### config.mk
export PLATFORM = sky130hd
export DESIGN_NAME = lsu_controller
export DESIGN_NICKNAME = d
export VERILOG_FILES = /design/src/rtl/lsu_pkg.sv /design/src/rtl/lsu_byte_lane.sv /design/src/rtl/lsu_controller.sv
export SDC_FILE = /design/constraint.sdc
export NUM_CORES = 1
export LEC_CHECK = 0
export ABC_AREA = 1
export BUFFER_PORTS_ARGS = -buffer_cell sky130_fd_sc_hd__buf_2
export CAP_MARGIN = 20
export CELL_PAD_IN_SITES_DETAIL_PLACEMENT = 0
export CELL_PAD_IN_SITES_GLOBAL_PLACEMENT = 1
export CORE_ASPECT_RATIO = 0.8
export CORE_MARGIN = 2
export CORE_UTILIZATION = 35
export CTS_CLUSTER_DIAMETER = 200
export CTS_CLUSTER_SIZE = 16
export DETAILED_ROUTE_END_ITERATION = 16
export PLACE_DENSITY_LB_ADDON = 0.08
export SYNTH_ARGS = -nofsm -noshare
export SYNTH_HDL_FRONTEND = slang
export SYNTH_SLANG_ARGS = --single-unit
### constraint.sdc
create_clock -name clk -period 2.3 [get_ports clk]
set_input_delay 0.115 -clock clk [delete_from_list [all_inputs] [get_ports clk]]
set_output_delay 0.115 -clock clk [all_outputs]
set_load 0.03 [all_outputs]
### src/rtl/lsu_pkg.sv
// lsu_pkg: funct3 encodings and FSM state type shared by the load/store unit.
package lsu_pkg;
   localparam logic [2:0] F3_B  = 3'b000;
   localparam logic [2:0] F3_H  = 3'b001;
   localparam logic [2:0] F3_W  = 3'b010;
   localparam logic [2:0] F3_BU = 3'b100;
   localparam logic [2:0] F3_HU = 3'b101;
   typedef enum logic [1:0] {IDLE, READ, WRITE, RESP} lsu_state_t;
endpackage

### src/rtl/lsu_byte_lane.sv
// lsu_byte_lane: little-endian lane extract/extend for loads and read-modify-write merge for stores.
module lsu_byte_lane (
   input  logic [31:0] word,
   input  logic [31:0] new_data,
   input  logic [1:0]  lane,
   input  logic [2:0]  funct3,
   output logic [31:0] load_data,
   output logic [31:0] merged
);
   logic [7:0]  b;
   logic [15:0] h;
   logic [31:0] bmask;
   logic [31:0] hmask;
   assign b = word[{lane, 3'b000} +: 8];
   assign h = word[{lane[1], 4'b0000} +: 16];
   assign bmask = 32'h0000_00ff << {lane, 3'b000};
   assign hmask = 32'h0000_ffff << {lane[1], 4'b0000};
   // funct3[2] marks the unsigned variants, so it suppresses sign extension
   assign load_data = funct3[1] ? word
                    : funct3[0] ? {{16{h[15] & ~funct3[2]}}, h}
                    : {{24{b[7] & ~funct3[2]}}, b};
   assign merged = funct3[1] ? new_data
                 : funct3[0] ? (word & ~hmask) | ({2{new_data[15:0]}} & hmask)
                 : (word & ~bmask) | ({4{new_data[7:0]}} & bmask);
endmodule

### src/rtl/lsu_controller.sv
// lsu_controller: sequences RV32I loads/stores onto a word-wide memory without byte enables.
module lsu_controller
   import lsu_pkg::*;
#(
   parameter int WORD_COUNT = 32,
   parameter int IDX_WIDTH  = 32
) (
   input  logic                 clk,
   input  logic                 reset_n,
   input  logic                 req_valid,
   output logic                 req_ready,
   input  logic                 req_write,
   input  logic [2:0]           req_funct3,
   input  logic [31:0]          req_addr,
   input  logic [31:0]          req_wdata,
   output logic                 resp_valid,
   input  logic                 resp_ready,
   output logic [31:0]          resp_data,
   output logic                 resp_err,
   output logic [IDX_WIDTH-1:0] mem_addr,
   output logic                 mem_we,
   output logic [31:0]          mem_wdata,
   input  logic [31:0]          mem_rdata
);
   lsu_state_t  state_q, state_d;
   logic [2:0]  f3_q, f3_d;
   logic [31:0] addr_q, addr_d;
   logic [31:0] wbuf_q, wbuf_d;
   logic        write_q, write_d;
   logic [31:0] resp_data_q, resp_data_d;
   logic        resp_err_q, resp_err_d;
   logic [31:0] lane_load;
   logic [31:0] lane_merged;
   logic        bad;
   lsu_byte_lane u_lane (
      .word      (mem_rdata),
      .new_data  (wbuf_q),
      .lane      (addr_q[1:0]),
      .funct3    (f3_q),
      .load_data (lane_load),
      .merged    (lane_merged)
   );
   assign bad = !(req_funct3 inside {F3_B, F3_H, F3_W, F3_BU, F3_HU})
              || (req_write && req_funct3[2])
              || (req_funct3[1:0] == 2'b01 && req_addr[0])
              || (req_funct3 == F3_W && req_addr[1:0] != 2'b00)
              || ({2'b00, req_addr[31:2]} >= 32'(WORD_COUNT));
   always_comb begin
      state_d     = state_q;
      f3_d        = f3_q;
      addr_d      = addr_q;
      wbuf_d      = wbuf_q;
      write_d     = write_q;
      resp_data_d = resp_data_q;
      resp_err_d  = resp_err_q;
      unique case (state_q)
         IDLE: if (req_valid) begin
            state_d     = bad ? RESP : (req_write && req_funct3 == F3_W) ? WRITE : READ;
            f3_d        = req_funct3;
            addr_d      = req_addr;
            wbuf_d      = req_wdata;
            write_d     = req_write;
            resp_data_d = '0;
            resp_err_d  = bad;
         end
         READ: begin
            state_d     = write_q ? WRITE : RESP;
            wbuf_d      = write_q ? lane_merged : wbuf_q;
            resp_data_d = write_q ? '0 : lane_load;
         end
         WRITE: state_d = RESP;
         RESP: if (resp_ready) begin
            state_d     = IDLE;
            resp_data_d = '0;
            resp_err_d  = 1'b0;
         end
         default: state_d = IDLE;
      endcase
   end
   always_ff @(posedge clk or negedge reset_n) begin
      if (!reset_n) begin
         state_q     <= IDLE;
         f3_q        <= '0;
         addr_q      <= '0;
         wbuf_q      <= '0;
         write_q     <= 1'b0;
         resp_data_q <= '0;
         resp_err_q  <= 1'b0;
      end else begin
         state_q     <= state_d;
         f3_q        <= f3_d;
         addr_q      <= addr_d;
         wbuf_q      <= wbuf_d;
         write_q     <= write_d;
         resp_data_q <= resp_data_d;
         resp_err_q  <= resp_err_d;
      end
   end
   assign req_ready  = state_q == IDLE;
   assign resp_valid = state_q == RESP;
   assign resp_data  = resp_data_q;
   assign resp_err   = resp_err_q;
   assign mem_we     = state_q == WRITE;
   assign mem_wdata  = mem_we ? wbuf_q : '0;
   assign mem_addr   = IDX_WIDTH'(addr_q[31:2]);
endmodule

* Word-level counts from Yosys, hierarchy flattened
Index checks and enable logic that the tools add are counted.
** Word-level totals
- Word-level logic and storage cells :: 77
- Bits in registers :: 103
- Input port bits :: 104
- Output and inout port bits :: 100
** Cells by class
- $lt $le $gt $ge :: 1
- Mux-type cells :: 21
- Shifts and indexed selects :: 4
- Reductions and logical operators :: 21
- Bitwise logic cells :: 11
- Equality and inequality tests :: 12
** Operators by type and width (count)
- $mux W32 :: 10
- $and A32 B32 Y32 :: 4
- $pmux W32 S3 :: 1
- $not A32 Y32 :: 2
- $or A32 B32 Y32 :: 2
- $pmux W32 S2 :: 1
- $shiftx A32 B6 Y16 :: 1
- $shiftx A32 B6 Y8 :: 1
- $shl A16 B5 Y32 const A :: 1
- $shl A8 B5 Y32 const A :: 1
- $ge A30 B6 Y1 const B :: 1
- $mux W2 :: 4
- $pmux W2 S4 :: 1
- $eq A3 B3 Y1 const B :: 2
- $ne A2 B2 Y1 const B :: 3
- $reduce_and A3 Y1 :: 2
- $reduce_bool A2 Y1 :: 3
- $reduce_bool A5 Y1 :: 1
- $eq A2 B1 Y1 const B :: 2
- $eq A2 B2 Y1 const B :: 2
- $logic_and A1 B1 Y1 :: 4
- $logic_or A1 B1 Y1 :: 4
- $reduce_and A2 Y1 :: 2
- $reduce_and A4 Y1 :: 1
- other kinds (11) :: 14

* Longest topological paths before layout
Gate-level depths: netlist of run 1.
- Word-level depth :: 10
- Gate-level depth with buffers :: 12
- Mapped depth without buffers :: 10

* Modules after synthesis
Synthesis of run 1 repeated with hierarchy kept, for this count alone.
** Unflattened totals
- Cell total of the unflattened synthesis :: 929
- Area, all modules :: 6347.3 um^2
** By module, submodules not included
- lsu_controller :: area each 4993.5 um^2, seq. area each 2577.5 um^2, times used 1, cells an instance 637
- lsu_byte_lane :: area each 1353.8 um^2, seq. area each 0.0 um^2, times used 1, cells an instance 292

* Worst setup path before layout of run 1
Ideal clock, no wire load.
- Kind :: register to register
- Start :: reg state_q[0]
- End :: reg with a tool-made name
- Setup slack :: 415 ps
- Path buffers :: 2
- Clock period less this slack :: 1885 ps
- Arrival time :: 1759 ps
- Library setup time :: 126 ps
- Data required time :: 2174 ps
- Cell stages (with the launch flop) :: 12
- Path through :: dfrtp_1 > inv_1 > ha_1 > buf_6 > nand2_4 > o21ai_2 > nand2_4 > inv_4 > nand2_4 > nor2_8 > buf_6 > o21ai_0
** RTL lines
- start, declared :: line lsu_controller.sv:25 : lsu_state_t state_q, state_d;
- start signal, assigned :: line lsu_controller.sv:90 : state_q <= state_d;

* Final worst setup path of run 1
- Start :: reg state_q[0]
- End :: out mem_wdata[7]
** Between the ends
- Cells in the longest elaborated chain, start to end :: 2
** RTL lines
- $eq A2 B2 Y1 :: line lsu_controller.sv:103 : assign mem_we = state_q == WRITE;
- $mux W32 :: line lsu_controller.sv:104 : assign mem_wdata = mem_we ? wbuf_q : '0;
- end, declared :: line lsu_controller.sv:22 : output logic [31:0] mem_wdata,
No other way between the ends.

==> summary.txt, run 1 <==
Placed design
  – Post-DP HPWL: 15800 um
  – DP Worst Slack: 246 ps
  – Placed cell area: 7130 um2
  – GPL Wtd Cong: 0.860
  – Count of input and output buffers: 201

Synthesis
  – Cells after synthesis: 889
  – Ys flop type: dfrtp_1
  – #FFs+latches synth: 103
  – Seq/Total Area, Yosys: 42.0%
  – Yosys Warn Count: 0
  – Mapped cell area: 6130 um2
  – Mean Syn Cell Area: 6.90 um2
  – Synth unique cells: 27
  – Asr flop ratio synth: 100%
  – Post-synth EDFFs: 0

Detailed routing
  – Routed vias: 6108
  – Initial drt markers: 309
  – Wire per inst: 15.7 um
  – Final wirelength: 20500 um
  – Routed vias/inst: 4.67
  – Post-DRT Antenna Nets: 0
  – Drt pass-1 iters: 5
  – DRC: 0

Die
  – Initial core utilization: 35.5%
  – Die height: 122 um
  – IO Pins: 204
  – Die ar.: 18600 um2
  – Die X: 152 um
  – Core area: 17300 um2
  – Std-Cell Rows: 43

Clock tree
  – CTS Root Cell: clkbuf_16
  – Setup Buffers After CTS: 0
  – Max Buffers Root-to-Sink: 2
  – Clock latency at the later pin of the worst-skew pair: 360 ps
  – CTS tree: built
  – Total CTS buffers: 9
  – Worst-path clk slew: 70 ps
  – Post-CTS Resized: 0
  – CTS sink cnt: 103
  – Htree depth: 3

Setup path
  – Crit. End Element: primary output
  – Type of element launching the critical path: register
  – Critical path class: register to primary output
  – Worst R2R Path Depth: 10
  – Worst Path Required: 2180 ps
  – Crit Path Max Fanout: 32
  – Worst endpoint data arrival time: 1950 ps

Timing
  – Unrepaired setup endpoints after global routing: false
  – Max-slew violations: 0
  – Rel. slew slack: 57.9%
  – Clock skew: 6.75 ps
  – Pin slew with the least headroom to its limit: 631 ps
  – Fin Hold WS: 17.8 ps
  – Sum Neg Setup Slack: 0 ps
  – PnR worst setup slack: 235 ps
  – Final setup vio count: 0
  – Fmax: 484 MHz
  – Tcrit/Tclk final: 89.8%
  – Final Hold Vio Count: 0
  – Fin crit period: 2070 ps

Power
  – Max VDD drop: 0.494 mV
  – PwrDens: 1450 nW/um2
  – Leak Pwr: 4.56 nW

Run status
  – Outcome: finished clean

Global routing
  – Largest net degree at the start of global routing: 48
  – Tot GR Track Use: 22.4%
  – Total grt overflow: 0
  – First-pass GRT wire length: 32400 um
  – Initial antenna violation count: 0
  – Vias in the first global route: 5786

Layout
  – Register area: 2580 um2
  – Commonest cells after routing, fill and taps aside: nand2_1 (347), buf_2 (200), inv_1 (111)
  – Area grow syn2layout: 26.0%
  – Final instance area: 7730 um2
  – Multi-input gate area: 2670 um2
  – Share of layout cells above drive strength 1: 23.4%
  – # diodes: 0
  – Most common cell after layout, fill and taps aside: nand2_1
  – # fillers: 1858
  – NumNets Final: 1187

Hold path
  – Hold Path Depth: 3
  – Worst Hold Class: primary input to register

Run
  – MaxCap Viol Count: 0
synthesized netlist by cell type, types with 2 or more instances:
| master | n | area (um2) |
|---|---|---|
| nand2_1 | 347 | 1300 |
| a21oi_1 | 51 | 255 |
| ha_1 | 4 | 50.1 |
| nor3_2 | 2 | 20.0 |
| o22ai_1 | 3 | 18.8 |
| buf_6 | 3 | 33.8 |
| nand3_1 | 44 | 220 |
| a31oi_1 | 2 | 12.5 |
| buf_4 | 37 | 278 |
| inv_2 | 3 | 11.3 |
| clkbuf_1 | 18 | 67.6 |
| o21ai_2 | 4 | 35.0 |
| nor2_1 | 34 | 128 |
| nand2_4 | 3 | 33.8 |
| o21ai_1 | 6 | 30.0 |
| dfrtp_1 | 103 | 2580 |
| nand4_1 | 9 | 56.3 |
| nor3_1 | 3 | 15.0 |
| nand2_2 | 5 | 31.3 |
| o21ai_0 | 68 | 340 |
| buf_2 | 15 | 75.1 |
| inv_1 | 111 | 417 |
| o211ai_1 | 10 | 75.1 |
per-stage QoR:
step | util, % | power, W | instances
final | 44.7 | 0.0112 | 1309
after global routing | 44.7 | 0.0122 | 1309
after CTS | 44.7 | 0.0113 | 1309
after detailed placement | 41.3 | 0.00966 | 1262
after global placement | 41.3 | 0.00966 | 1262
after floorplan | - | 0.00810 | 890
worst paths after layout:
| kind | from | end | slack, ps |
|---|---|---|---|
| min in group asynchronous | reset_n | addr_q[5] | 300 |
| worst max register to register | state_q[0] | register | 230 |
| worst min-delay path | req_wdata[23] | wbuf_q[23] | 20 |
| worst min register to register | addr_q[27] | addr_q[27] | 470 |
| max in group asynchronous | reset_n | async pin | 1190 |
| worst max-delay path | state_q[0] | mem_wdata[7] | 230 |
kinds of logic after synthesis:
kind of cell	Yosys count	synth area share, %
AND/OR/NAND/NOR	449	30.1
buffers and inverters	188	14.5
AO/OA/AOI/OAI	144	12.5
flip-flops	103	42.0
adder cells (fa/ha/maj)	4	0.816
other	1	0.0612
final cells by class:
class	count	share of cell area, %
clock buffer	11	3.01
clock inverter	5	0.745
inverter	115	5.62
multi-input combinational	599	34.5
sequential	103	33.4
tap	225	3.64
timing repair buffer	251	19.1
critical path, stage by stage (launching register included):
cell,delay [ps]
dfrtp_1,420
inv_1,100
ha_1,270
buf_4,380
nand2_1,130
inv_1,80
buf_2,190
power breakdown:
group / switching, W / leakage (nW) / internal [W] / total [W]
combinational: 0.00458 / 3.11 / 0.00180 / 0.00639
sequential: 0.000597 / 1.31 / 0.00266 / 0.00326
clock: 0.000720 / 0.144 / 0.000849 / 0.00157
total: 0.00590 / 4.56 / 0.00531 / 0.0112
what timing repair did:
action	4_1_cts	5_1_grt
setup endpoints to repair	0	0
hold buffers	31	0
hold endpoints to repair	75	0
per-layer routing:
| layer | part of all wire (%) | vias to the layer above | track usage (%) |
|---|---|---|---|
| met3 | 6.0 | 15 | 5.23 |
| met4 | 0.87 | 0 | 4.73 |
| met5 | 0 | - | 0 |
| li1 | - | 3114 | - |
| met2 | 41 | 190 | 32.2 |
| met1 | 52 | 2789 | 34.2 |
(Power assumes the default switching activity.)
==> run 2: changes to the inputs <==
- BUFFER_PORTS_ARGS: -buffer_cell sky130_fd_sc_hd__buf_2 -> -buffer_cell sky130_fd_sc_hd__buf_4
- CORE_UTILIZATION: 35 -> 38
- clock period: 2.3 -> 2.7 ns (I/O delays scaled with it)
==> summary.txt, run 2 (synthesized netlist as in run 1, its figures left out) <==
Run status
  – Outcome: finished clean

Setup path
  – Worst endpoint data arrival time: 2470 ps
  – Worst R2R Path Depth: 9
  – Worst Path Required: 2930 ps
  – Crit Path Max Fanout: 22
  – Critical path class: register to register
  – Worst reg2reg setup slack: 460 ps
  – Critical path startpoint: state_q[0]
  – Type of element launching the critical path: register
  – Crit. End Element: register
  – Reg2reg start: state_q[0]

Die
  – Die ar.: 17200 um2
  – Initial core utilization: 38.8%
  – Die height: 118 um
  – IO Pins: 204
  – Std-Cell Rows: 41
  – Core area: 15800 um2
  – Die X: 146 um

Hold path
  – Worst Hold Class: primary input to register
  – Hold Startpoint: req_wdata[13]

Clock tree
  – Hold_buf cts: 26
  – CTS tree: built
  – Setup Buffers After CTS: 0
  – CTS Root Cell: clkbuf_16
  – Htree depth: 3
  – Total CTS buffers: 9
  – CTS sink cnt: 103
  – Worst-path clk slew: 70 ps
  – Clock latency at the later pin of the worst-skew pair: 360 ps
  – Max Buffers Root-to-Sink: 2
  – Post-CTS Resized: 0

Detailed routing
  – Initial drt markers: 504
  – Routed vias/inst: 4.84
  – Routed vias: 6225
  – Drt pass-1 iters: 7
  – Final wirelength: 20200 um
  – DRC: 0
  – Wire per inst: 15.7 um
  – Post-DRT Antenna Nets: 0

Layout
  – Core Util, Final: 51.3%
  – # diodes: 0
  – # fillers: 1684
  – Share of layout cells above drive strength 1: 23.0%
  – Most common cell after layout, fill and taps aside: nand2_1
  – Area grow syn2layout: 32.3%
  – Commonest cells after routing, fill and taps aside: nand2_1 (347), buf_4 (209), inv_1 (111)
  – NumNets Final: 1173

Global routing
  – Tot GR Track Use: 23.7%
  – Total grt overflow: 0
  – First-pass GRT wire length: 32200 um
  – Vias in the first global route: 6067
  – Initial antenna violation count: 0
  – Largest net degree at the start of global routing: 50

Run
  – MaxCap Viol Count: 0

Placed design
  – Count of input and output buffers: 201
  – Post-DP HPWL: 15400 um
  – GPL Wtd Cong: 0.865

Timing
  – Final setup vio count: 0
  – Clock skew: 6.76 ps
  – Rel. slew slack: 47.0%
  – Pin slew with the least headroom to its limit: 795 ps
  – Fmax: 446 MHz
  – Sum Neg Setup Slack: 0 ps
  – Fin crit period: 2240 ps
  – Tcrit/Tclk final: 83.0%
  – Unrepaired setup endpoints after global routing: false
  – Final Hold Vio Count: 0
  – Max-slew violations: 0

Power
  – PwrDens: 1210 nW/um2
  – Max VDD drop: 0.665 mV
  – Total power: 0.00983 W
  – Leak Pwr: 4.61 nW
==> run 2: cell count changes in the layout (fill, tap and decap cells not counted) <==
cell           before  now
buf_12              1    2
clkinv_2            2    3
buf_4              19  209
buf_2             200    0
clkinvlp_4          0    1
dlygate4sd3_1      31   26
clkbuf_1            2    1
inv_6               1    0
==> run 2: where the power goes <==
part	leakage (nW)	switching (W)	internal [W]	total, W
clock network	0.142	0.000590	0.000716	0.00131
registers	1.31	0.000558	0.00227	0.00282
logic	3.16	0.00384	0.00185	0.00570
==> run 2: stage by stage <==
stage                     hold WS, ps  setup WS (ps)  instances  area (um2)
after global placement            212            512       1243        7560
after CTS                        4.16            431       1285        8110
after global routing             24.4            181       1285        8110
final                            22.7            460       1285        8110
after detailed placement          210            426       1243        7560
after floorplan                  -161            815        890        6130
==> run 2: area by class of cell <==
type,count,area [um2],area share (%)
timing repair buffer,237,1870,23.1
sequential,103,2580,31.8
inverter,115,434,5.35
clock inverter,6,61.3,0.756
tap,215,269,3.32
multi-input combinational,599,2670,32.9
clock buffer,10,229,2.82
==> run 2: worst max-delay path: stages, from the launching register on <==
cell     delay (ps)
dfrtp_1         410
inv_1            90
ha_1            370
nand2_4         230
o21ai_2         140
nand2_4         160
inv_4           210
nand2_4         130
nor2_8          230
o21ai_0         120
==> run 2: routing by layer <==
layer | track usage (%) | wire length (um) | up-vias
met5 | 0 | 0 | -
met4 | 6.74 | 370 | 0
met3 | 5.85 | 1540 | 21
met2 | 35.2 | 8680 | 209
met1 | 34.3 | 9620 | 2908
li1 | - | - | 3087
==> run 2: worst min path at each step <==
stage | endpoint | slack [ps] | cells after the start
after floorplan | async pin | -160 | 0
after global placement | addr_q[5] | 210 | 1
after detailed placement | addr_q[5] | 210 | 1
after CTS | register | 4 | 3
after global routing | register | 20 | 3
final | register | 20 | 3
==> run 3: changes to the inputs <==
- ABC_AREA: 1 -> 0
- CORE_UTILIZATION: 38 -> 34
- clock period: 2.7 -> 1.9 ns (I/O delays scaled with it)
==> summary.txt, run 3 <==
Run status
  – Outcome: complete, but fails checks
  – Violated checks: negative setup slack

Setup path
  – Worst R2R Path Depth: 10
  – R2R Path End: resp_data[25]
  – Crit-path cells: inv_2, ha_4, nor2b_4, buf_6, nor4b_4, buf_4, buf_12, nand4_4, clkbuf_16, nand3_2
  – Reg2reg start: state_q[0]
  – Crit. End Element: register
  – Critical path class: register to register
  – Slowest cell on crit path: dfrtp_1
  – Worst reg2reg setup slack: -1 ps
  – Worst Path Required: 2190 ps
  – Crit Path Max Fanout: 8
  – Type of element launching the critical path: register
  – Worst endpoint data arrival time: 2190 ps
  – Slowest stage delay, CP: 420 ps

Detailed routing
  – Post-DRT Antenna Nets: 0
  – Wire per inst: 19.4 um
  – Routed vias/inst: 5.32
  – Final wirelength: 20500 um
  – DRC: 0
  – Routed vias: 5624
  – Initial drt markers: 377
  – Drt pass-1 iters: 4

Synthesis
  – Top cells by count, synth: dfrtp_1 (103), nand2_1 (56), and2_1 (41)
  – Largest area contributor in the netlist: dfrtp_1
  – #FFs+latches synth: 103
  – Synth top area cells: dfrtp_1 (43%), mux2_2 (6.7%), buf_4 (4.5%)
  – Cells after synthesis: 625
  – Post-synth EDFFs: 0
  – Seq/Total Area, Yosys: 42.5%
  – Mapped cell area: 6060 um2
  – Top-count cell post-synth: dfrtp_1
  – Ys flop type: dfrtp_1
  – Synth unique cells: 56
  – Mean Syn Cell Area: 9.70 um2
  – Asr flop ratio synth: 100%
  – Yosys Warn Count: 0
  – Top cell type's share of synthesized area: 42.5%

Die
  – Die X: 153 um
  – Initial core utilization: 34.9%
  – Core area: 17400 um2
  – Die ar.: 18900 um2
  – Die height: 123 um
  – Std-Cell Rows: 43
  – IO Pins: 204

Placed design
  – GPL Wtd Cong: 0.847
  – Count of input and output buffers: 201
  – Placed cell area: 7680 um2
  – DP Worst Slack: -98.8 ps
  – Post-DP HPWL: 14600 um

Run
  – MaxCap Viol Count: 0

Timing
  – Pin slew with the least headroom to its limit: 631 ps
  – Tcrit/Tclk final: 100%
  – Clock skew: 6.55 ps
  – Final setup vio count: 1
  – Fin Hold WS: 14.4 ps
  – Final Hold Vio Count: 0
  – Unrepaired setup endpoints after global routing: true
  – Fmax: 526 MHz
  – Fin crit period: 1900 ps
  – PnR worst setup slack: -1.02 ps
  – Rel. slew slack: 57.9%
  – Sum Neg Setup Slack: -1.02 ps
  – Max-slew violations: 0

Layout
  – # diodes: 0
  – # fillers: 1645
  – Share of layout cells above drive strength 1: 42.5%
  – NumNets Final: 938
  – Area grow syn2layout: 43.8%
  – Register area: 2580 um2
  – Final instance area: 8720 um2
  – Multi-input gate area: 3180 um2
  – Most common cell after layout, fill and taps aside: buf_4
  – Commonest cells after routing, fill and taps aside: buf_4 (229), dfrtp_1 (102), nand2_1 (54)

Global routing
  – First-pass GRT wire length: 30400 um
  – Vias in the first global route: 5436
  – Tot GR Track Use: 20.7%
  – Initial antenna violation count: 0
  – Total grt overflow: 0
  – Largest net degree at the start of global routing: 104

Power
  – Total power: 0.0152 W
  – Max VDD drop: 0.890 mV
  – Leak Pwr: 4.06 nW
  – PwrDens: 1750 nW/um2

Clock tree
  – Clock latency at the later pin of the worst-skew pair: 350 ps
  – CTS Root Cell: clkbuf_16
  – Htree depth: 3
  – Max Buffers Root-to-Sink: 2
  – Total CTS buffers: 9
  – CTS tree: built
  – CTS sink cnt: 103
  – Worst-path clk slew: 70 ps

Hold path
  – Worst Hold Class: primary input to register
  – Hold Startpoint: mem_rdata[5]
  – Hold Path Depth: 2
## run 3: worst max path at each step
stage,startpoint,end,slack (ps),depth (start not counted)
finish,state_q[0],resp_data[25],-1,10
global route,state_q[0],resp_data[25],-70,10
CTS,state_q[1],wbuf_q[24],-10,7
detailed placement,state_q[1],resp_data[20],-100,8
global placement,state_q[1],resp_data[17],-30,8
floorplan,state_q[0],resp_data[10],3,8
## run 3: report_power, final
group          leakage [nW]  switching [W]  internal (W)
combinational          2.63        0.00540       0.00403
clock                 0.134       0.000815       0.00104
sequential             1.29       0.000740       0.00322
total                  4.06        0.00696       0.00829
## run 3: stage by stage
stage | instances | util (%)
after floorplan | 626 | -
after global placement | 997 | 44.2
after detailed placement | 997 | 44.2
after CTS | 1045 | 48.0
after global routing | 1058 | 50.2
final | 1058 | 50.2
## run 3: cell families (layout without fill, tap and decap cells)
group           count (synthesis)  count (layout)  share of synthesized area [%]
simple gates                  245             245                           22.4
compound gates                142             142                           18.0
flops                         103             103                           42.5
buf+inv                        91             298                           8.83
mux                            39              39                           7.41
fa+ha+maj                       4               4                          0.825
other cells                     1               2                         0.0618
## run 3: what timing repair did
item | CTS | global route
hold buffers | 33 | 0
pin swaps | 1 | 15
cloned | 0 | 4
hold endpoints to repair | 135 | 0
setup buffers | 1 | 9
setup endpoints to repair | 66 | 93
gates resized for setup | 7 | 48
## run 3: final cells by class
cell class	count	area share, %
Clock buffer	11	2.78
Clock inverter	3	0.517
Inverter	5	0.258
Multi-Input combinational cell	432	36.5
Sequential cell	103	29.6
Tap cell	225	3.23
Timing Repair Buffer	278	27.0
Timing Repair inverter	1	0.0861
## run 3: per-layer routing
metal  track usage [%]  vias up  share of wire, %
li1                  -     2659                 -
met1              28.4     2735                45
met2              33.0      212                46
met3              5.12       18               7.3
met4              5.32        0               1.3
met5                 0        -                 0
## run 3: worst max-delay path: cells and delay by family (launching register included)
| kind | cells | cell delay, ps |
|---|---|---|
| buffers and inverters | 5 | 700 |
| AND/OR/NAND/NOR | 4 | 540 |
| adder cells (fa/ha/maj) | 1 | 160 |
| flip-flops | 1 | 420 |
